**config.mk**
```make
export PLATFORM = sky130hd
export DESIGN_NAME = vec_result_fifo
export DESIGN_NICKNAME = d
export VERILOG_FILES = /design/src/rtl/vec_pkg.sv /design/src/rtl/vec_result_fifo_mem.sv /design/src/rtl/vec_result_fifo.sv
export SDC_FILE = /design/constraint.sdc
export NUM_CORES = 1
export LEC_CHECK = 0
export ABC_AREA = 1
export CAP_MARGIN = 20
export CORE_UTILIZATION = 54
export CTS_CLUSTER_DIAMETER = 50
export DETAILED_ROUTE_END_ITERATION = 8
export GPL_TIMING_DRIVEN = 0
export HOLD_SLACK_MARGIN = 0.02
export PLACE_DENSITY = 0.88
export REMOVE_ABC_BUFFERS = 1
export SYNTH_ARGS = -nofsm -noshare
export SYNTH_HDL_FRONTEND = slang
export SYNTH_HIERARCHICAL = 1
export SYNTH_SLANG_ARGS = --single-unit
```
**constraint.sdc**
```tcl
create_clock -name clk -period 2.53 [get_ports clk]
set_clock_uncertainty 0.05 [all_clocks]
set_input_delay 0.253 -clock clk [delete_from_list [all_inputs] [get_ports clk]]
set_output_delay 0.253 -clock clk [all_outputs]
set_load 0.1 [all_outputs]
```
**src/rtl/vec_pkg.sv**
```systemverilog
// Shared widths and result-word layout for the vector-logic result path.
package vec_pkg;

    localparam int unsigned OR_W  = 3;
    localparam int unsigned NOT_W = 6;
    localparam int unsigned RES_W = 10;

    // Packed MSB first: {or_bitwise, or_logical, not_ab}.
    typedef struct packed {
        logic [OR_W-1:0]  or_bitwise;
        logic             or_logical;
        logic [NOT_W-1:0] not_ab;
    } vec_result_t;

endpackage

```
**src/rtl/vec_result_fifo_mem.sv**
```systemverilog
// Storage array for vec_result_fifo: one write port, one asynchronous read port, no reset.
module vec_fifo_mem
    import vec_pkg::*;
#(
    parameter int unsigned DEPTH = 4
) (
    input  logic                     clk,
    input  logic                     we,
    input  logic [$clog2(DEPTH)-1:0] waddr,
    input  vec_result_t              wdata,
    input  logic [$clog2(DEPTH)-1:0] raddr,
    output vec_result_t              rdata
);

    vec_result_t mem_q [DEPTH];

    always_ff @(posedge clk) begin
        if (we) begin
            mem_q[waddr] <= wdata;
        end
    end

    assign rdata = mem_q[raddr];

endmodule

```
**src/rtl/vec_result_fifo.sv**
```systemverilog
// FWFT buffer for vector-logic result words with a saturating zero-result counter.
// Optional push-time consistency checker enabled by VEC_RESULT_CHECK_EN.
module vec_result_fifo
    import vec_pkg::*;
#(
    parameter int unsigned DEPTH = 4,
    parameter int unsigned ZC_W  = 8
) (
    input  logic                     clk,
    input  logic                     resetn,
    input  logic                     in_valid,
    output logic                     in_ready,
    input  logic [OR_W-1:0]          in_or_bitwise,
    input  logic                     in_or_logical,
    input  logic [NOT_W-1:0]         in_not,
    output logic                     out_valid,
    input  logic                     out_ready,
    output logic [RES_W-1:0]         out_data,
    output logic [$clog2(DEPTH):0]   count,
    output logic [ZC_W-1:0]          zero_cnt,
    output logic                     err
);

    localparam int unsigned PTR_W = $clog2(DEPTH);
    localparam int unsigned CNT_W = PTR_W + 1;

    logic [PTR_W-1:0] wr_ptr_q, wr_ptr_d;
    logic [PTR_W-1:0] rd_ptr_q, rd_ptr_d;
    logic [CNT_W-1:0] count_q, count_d;
    logic [ZC_W-1:0]  zero_cnt_q, zero_cnt_d;
    logic             push, pop;
    vec_result_t      in_word, rd_word;

    assign in_word   = '{or_bitwise: in_or_bitwise, or_logical: in_or_logical, not_ab: in_not};
    assign in_ready  = (count_q != CNT_W'(DEPTH));
    assign out_valid = (count_q != '0);
    assign push      = in_valid & in_ready;
    assign pop       = out_valid & out_ready;
    assign out_data  = out_valid ? RES_W'(rd_word) : '0;
    assign count     = count_q;
    assign zero_cnt  = zero_cnt_q;

    vec_fifo_mem #(.DEPTH(DEPTH)) u_mem (
        .clk   (clk),
        .we    (push),
        .waddr (wr_ptr_q),
        .wdata (in_word),
        .raddr (rd_ptr_q),
        .rdata (rd_word)
    );

    always_comb begin
        wr_ptr_d   = wr_ptr_q;
        rd_ptr_d   = rd_ptr_q;
        count_d    = count_q;
        zero_cnt_d = zero_cnt_q;
        if (push) begin
            wr_ptr_d = wr_ptr_q + PTR_W'(1);
        end
        if (pop) begin
            rd_ptr_d = rd_ptr_q + PTR_W'(1);
        end
        case ({push, pop})
            2'b10:   count_d = count_q + CNT_W'(1);
            2'b01:   count_d = count_q - CNT_W'(1);
            default: count_d = count_q;
        endcase
        // Saturate rather than wrap so the consumer never sees a bogus small value.
        if (push && !in_or_logical && (zero_cnt_q != '1)) begin
            zero_cnt_d = zero_cnt_q + ZC_W'(1);
        end
    end

    always_ff @(posedge clk) begin
        if (!resetn) begin
            wr_ptr_q   <= '0;
            rd_ptr_q   <= '0;
            count_q    <= '0;
            zero_cnt_q <= '0;
        end else begin
            wr_ptr_q   <= wr_ptr_d;
            rd_ptr_q   <= rd_ptr_d;
            count_q    <= count_d;
            zero_cnt_q <= zero_cnt_d;
        end
    end

`ifdef VEC_RESULT_CHECK_EN
    logic err_q, err_d;
    logic chk_bad;

    // Recompute the unit's result from the inverted operands and compare.
    always_comb begin
        chk_bad = (in_or_bitwise != (~in_not[2:0] | ~in_not[5:3]))
               || (in_or_logical != (|in_or_bitwise));
        err_d   = err_q | (push & chk_bad);
    end

    always_ff @(posedge clk) begin
        if (!resetn) begin
            err_q <= 1'b0;
        end else begin
            err_q <= err_d;
        end
    end

    assign err = err_q;
`else
    assign err = 1'b0;
`endif

endmodule

```
== After elaboration in Yosys (flattened, before gate mapping) ==
Memory sizes are Yosys's and may differ from the RTL's. A register that Yosys moved wholly into a read port is not among the register bits.
Index checks and enable logic that the tools add are counted.
Widths: inputs -> output; s select.
Word-level totals
  flip-flop bits (word level): 15
  bits in writable memories: 40
  input port bits: 14
  output and inout port bits: 24
  memories: 1
Operators by class
  add/subtract/negate cells: 5
  equality and inequality tests: 4
  muxes and demuxes: 6
  bitwise operators: 2
  reductions and logical operators: 5
Memories
  u_mem.mem_q: words 4, width 10, rd ports 1, clocked after memory_dff 1, wr ports 1, line vec_result_fifo_mem.sv:15  | vec_result_t mem_q [DEPTH];
Operators with widths (number)
  $mux 10: 1
  $add 8x1->8 const B: 1
  $ne 8x8->1 const B: 1
  $pmux 3 s2: 1
  $add 2x1->2 const B: 2
  $mux 2: 2
  $add 3x1->3 const B: 1
  $ne 3x3->1 const B: 1
  $reduce_bool 3->1: 1
  $sub 3x1->3 const B: 1
  $and 1x1->1: 2
  $eq 2x1->1 const B: 1
  $eq 2x2->1 const B: 1
  $logic_and 1x1->1: 2
  $mux 1: 2
  $reduce_bool 2->1: 1
  $logic_not 1->1: 1

== Depth between registers and ports, before layout ==
  depth after elaboration: 4
  gate-level depth with buffers: 11

== Modules after synthesis ==
Netlist, hierarchy kept.
Modules (own cells, without submodules)
  vec_fifo_mem: instances 1, cells an instance 164, area an instance 1720.4 sq um, sequential area each 1201.2 sq um
  vec_result_fifo: instances 1, cells an instance 148, area an instance 948.4 sq um, sequential area each 300.3 sq um

== Worst setup path before layout ==
Ideal clock, no wire load.
  kind: flip-flop to output port
  start point: register count_q[2] (netlist: count[2])
  end point: output out_data[0]
  arrival: 3.133 ns
  setup slack: -0.906 ns
  stages on the path, launching flop included: 5
  path buffers: 0
  cells stage by stage: dfxtp_1 > inv_1 > nand2_2 > inv_2 > nor2_1
Between the ends
  longest elaborated chain between the ends: 2
Ends and longest elaborated chain
  from (decl): line vec_result_fifo.sv:29  | logic [CNT_W-1:0] count_q, count_d;
  from (signal assigned): line vec_result_fifo.sv:83  | count_q <= count_d;
  $reduce_bool 3->1: line vec_result_fifo.sv:36  | assign out_valid = (count_q != '0);
  named net out_valid: line vec_result_fifo.sv:16  | output logic out_valid,
  $mux 10: line vec_result_fifo.sv:39  | assign out_data = out_valid ? RES_W'(rd_word) : '0;
  to (decl): line vec_result_fifo.sv:18  | output logic [RES_W-1:0] out_data,
The timed path passes the listed nets, and every way through them passes these cells.

== Final worst setup path ==
  start point: register count_q[2] (netlist: count[2])
  end point: output out_valid
Between the ends
  longest elaborated chain between the ends: 1
Ends and longest elaborated chain (line)
  $reduce_bool 3->1: vec_result_fifo.sv:36
  to (decl): vec_result_fifo.sv:16
Every way passes these cells.

==> flow_summary.yaml <==
grt:
  grt_overflow_total: 0
  grt_max_degree: 26
  grt_pass1_vias: 1873
  grt_use_total_pct: 21.99
  grt_pass1_wl_um: 8638
  antenna_found_initial: 0
clock_network:
  clk_pin_slew_ns: 0.09
  cts_hold_buf: 0
  cts_max_level: 2
  ctsRootBufferMaster: "clkbuf_8"
  cts_tree: "yes"
  post-cts-setup-buffers: 0
  numCtsBuffers: 5
  clk_latency_ns: 0.30
  ctsLongestPathBuffers: 2
  clkSinkCount: 55
yosys:
  ys_ff_latch: 55
  ys.warnings.count: 6
  netlist_instances: 312
  syn_avg_cell_area_um2: 8.554
  synth_top_area_share_pct: 45.01
  yosys-top-cells-area: "edfxtp_1 (45%), dfxtp_1 (11%), nand2_1 (11%)"
  yosysSeqAreaShare_pct: 56.26
  synth_top_area_cell: "edfxtp_1"
  synth_cell_type_count: 29
  netlist_area_um2: 2669
layout:
  diodes: 0
  final_common_cell: "nand2_1"
  nNetsFinal: 366
  fillers: 373
  final_cell_mix: "nand2_1 (77), inv_1 (73), edfxtp_1 (40)"
  drive_gt1_share_pct: 11.43
  area_growth_pct: 20.86
  finalNonFillerCells: 417
  fin_area_um2: 3226
placement:
  portBuffers: 36
  dp.final_hpwl_um: 3491
  gp_congestion: 0.7310
  placed_area_um2: 3080
  dpl.cell_count: 409
setup_path:
  crit_slowest_cell: "clkdlybuf4s50_1"
  worstSetupPathType: "reg -> out"
  cp.arrival_ns: 2.09
  crit_required_ns: 2.23
  critPathMaxFanout: 4
  critPathCaptureType: "primary output"
  path_depth: 3
  reg2reg_depth: 11
  worst-path-buf-inv: 2
  crit_family: "buffers and inverters"
  crit_chain: "inv_1 > nand2_2 > clkdlybuf4s50_1"
  startpoint_type: "flip-flop"
  r2r_slack_ns: 0.40
  slowest_delay_ns: 1.13
die:
  die_w_um: 72.30
  dieArea_um2: 5227
  top_level_ports: 38
  die_y_um: 72.30
  num_rows: 25
  start_util_pct: 56.13
  coreArea_um2: 4755
flow_run:
  drv_cap: 0
timing:
  fmax_mhz: 418.6
  rsz0062_at_grt: "false"
  worstMarginPinSlew_ns: 1.000
  tns_ns: 0
  max-slew-margin-rel_pct: 33.09
  period_minus_slack_ns: 2.389
  slew_violations: 0
  finalHoldViolCount: 0
  fin_crit_sh_pct: 94.43
  setup_viol: 0
power_and_ir_drop:
  vdd_ir_drop_max_mv: 0.5913
  p_per_area_nw_per_um2: 1147
  p_leak_nw: 1.471
drt:
  routed_via_density: 4.763
  dr_total_vias: 1986
  ant_nets: 0
  drt-pass1-iter-count: 4
  detail_route.wl_per_cell_um: 12.42
  dr.first_iter.drc_count: 135
  wirelength_um: 5181
  drc: 0
status:
  status: "completed"
worst_hold_path:
  hold_path_depth: 2
  hold_path_class: "reg -> reg"
[worst reg2reg max path, stage by stage (launching register included)]
cell and delay (ns):
dfxtp_1 0.44, inv_1 0.11, nand2_2 0.11, nand2_1 0.07, inv_2 0.09, ha_1 0.17, inv_1 0.08, fa_1 0.37
or2_2 0.30, nand2_1 0.08, o21ai_0 0.07, a21oi_1 0.13
[metrics by stage]
step	utilization, %	setup WS, ns	hold slack, ns	total power [W]
finish	67.84	0.1410	0.4768	0.003699
CTS	67.76	0.0009326	0.4777	0.003713
global placement	64.32	-0.5727	0.4243	0.003034
floorplan	-	-0.9057	0.3019	0.002640
global route	67.84	0.04830	0.5246	0.003869
detailed placement	64.79	-0.6438	0.4630	0.003077
[cell type report]
class | count | area [µm²] | share of cell area, %
Sequential cell | 55 | 1506 | 46.70
Tap cell | 67 | 83.83 | 2.599
Clock inverter | 2 | 60.06 | 1.862
Timing Repair Buffer | 37 | 374.1 | 11.60
Multi-Input combinational cell | 172 | 834.6 | 25.87
Inverter | 78 | 294.0 | 9.116
Clock buffer | 6 | 72.57 | 2.250
[worst paths after layout]
path            endpoint        start
min          zero_cnt[1]  zero_cnt[1]
max reg2reg     count[2]     count[2]
min reg2reg  zero_cnt[1]  zero_cnt[1]
max            out_valid     count[2]
[metal layers]
metal	wire [µm]	vias up	track usage [%]	share of wire, %
met5	0	-	0	0
met4	42	0	6.972	0.81
met3	219	4	4.444	4.2
met2	2730	53	39.15	53
met1	2189	906	26.82	42
li1	-	1023	-	-
[power by group]
part	leakage, nW	internal, W	switching [W]
Clock	0.0654	0.000395	0.000272
Combinational	0.914	0.000388	0.00147
Sequential	0.491	0.00107	0.000108
Total	1.47	0.00185	0.00185
[cells by family after synthesis]
| kind of cell | after synthesis | synth area share, % |
|---|---|---|
| compound gates | 17 | 3.751 |
| simple gates | 148 | 24.14 |
| buf+inv | 85 | 13.03 |
| fa+ha+maj | 3 | 1.688 |
| other cells | 1 | 0.1405 |
| flops | 55 | 56.26 |
| xor+xnor | 3 | 0.9847 |
[registers in the layout, summed over array words and instances, names as in the netlist]
register / count
count: 3
rd_ptr_q: 2
u_mem/mem_q: 40
wr_ptr_q: 2
zero_cnt: 8
[timing repair]
action                                  CTS  global route
gates resized for setup                  34             2
cloned                                    0             0
endpoints found under the setup margin   10            10
pin swaps                                 0             0
hold endpoints to repair                  0             0
[synth_stat cells]
master	n
inv_2	4
edfxtp_1	40
buf_4	3
o21ai_0	5
clkinv_1	1
xnor2_1	1
nand3_1	26
nand2_2	3
fa_1	1
nand2_1	77
xor2_1	2
a21oi_4	1
conb_1	1
a21oi_2	1
buf_2	2
nand4_1	1
ha_1	2
nor3_1	4
nand3_4	1
nor2_1	30
nor2_2	2
or2_2	1
inv_1	73
buf_6	2
nand3_2	2
dfxtp_1	15
a21oi_1	8
nor2_4	1
o21ai_1	2
(Power assumes the default switching activity.)
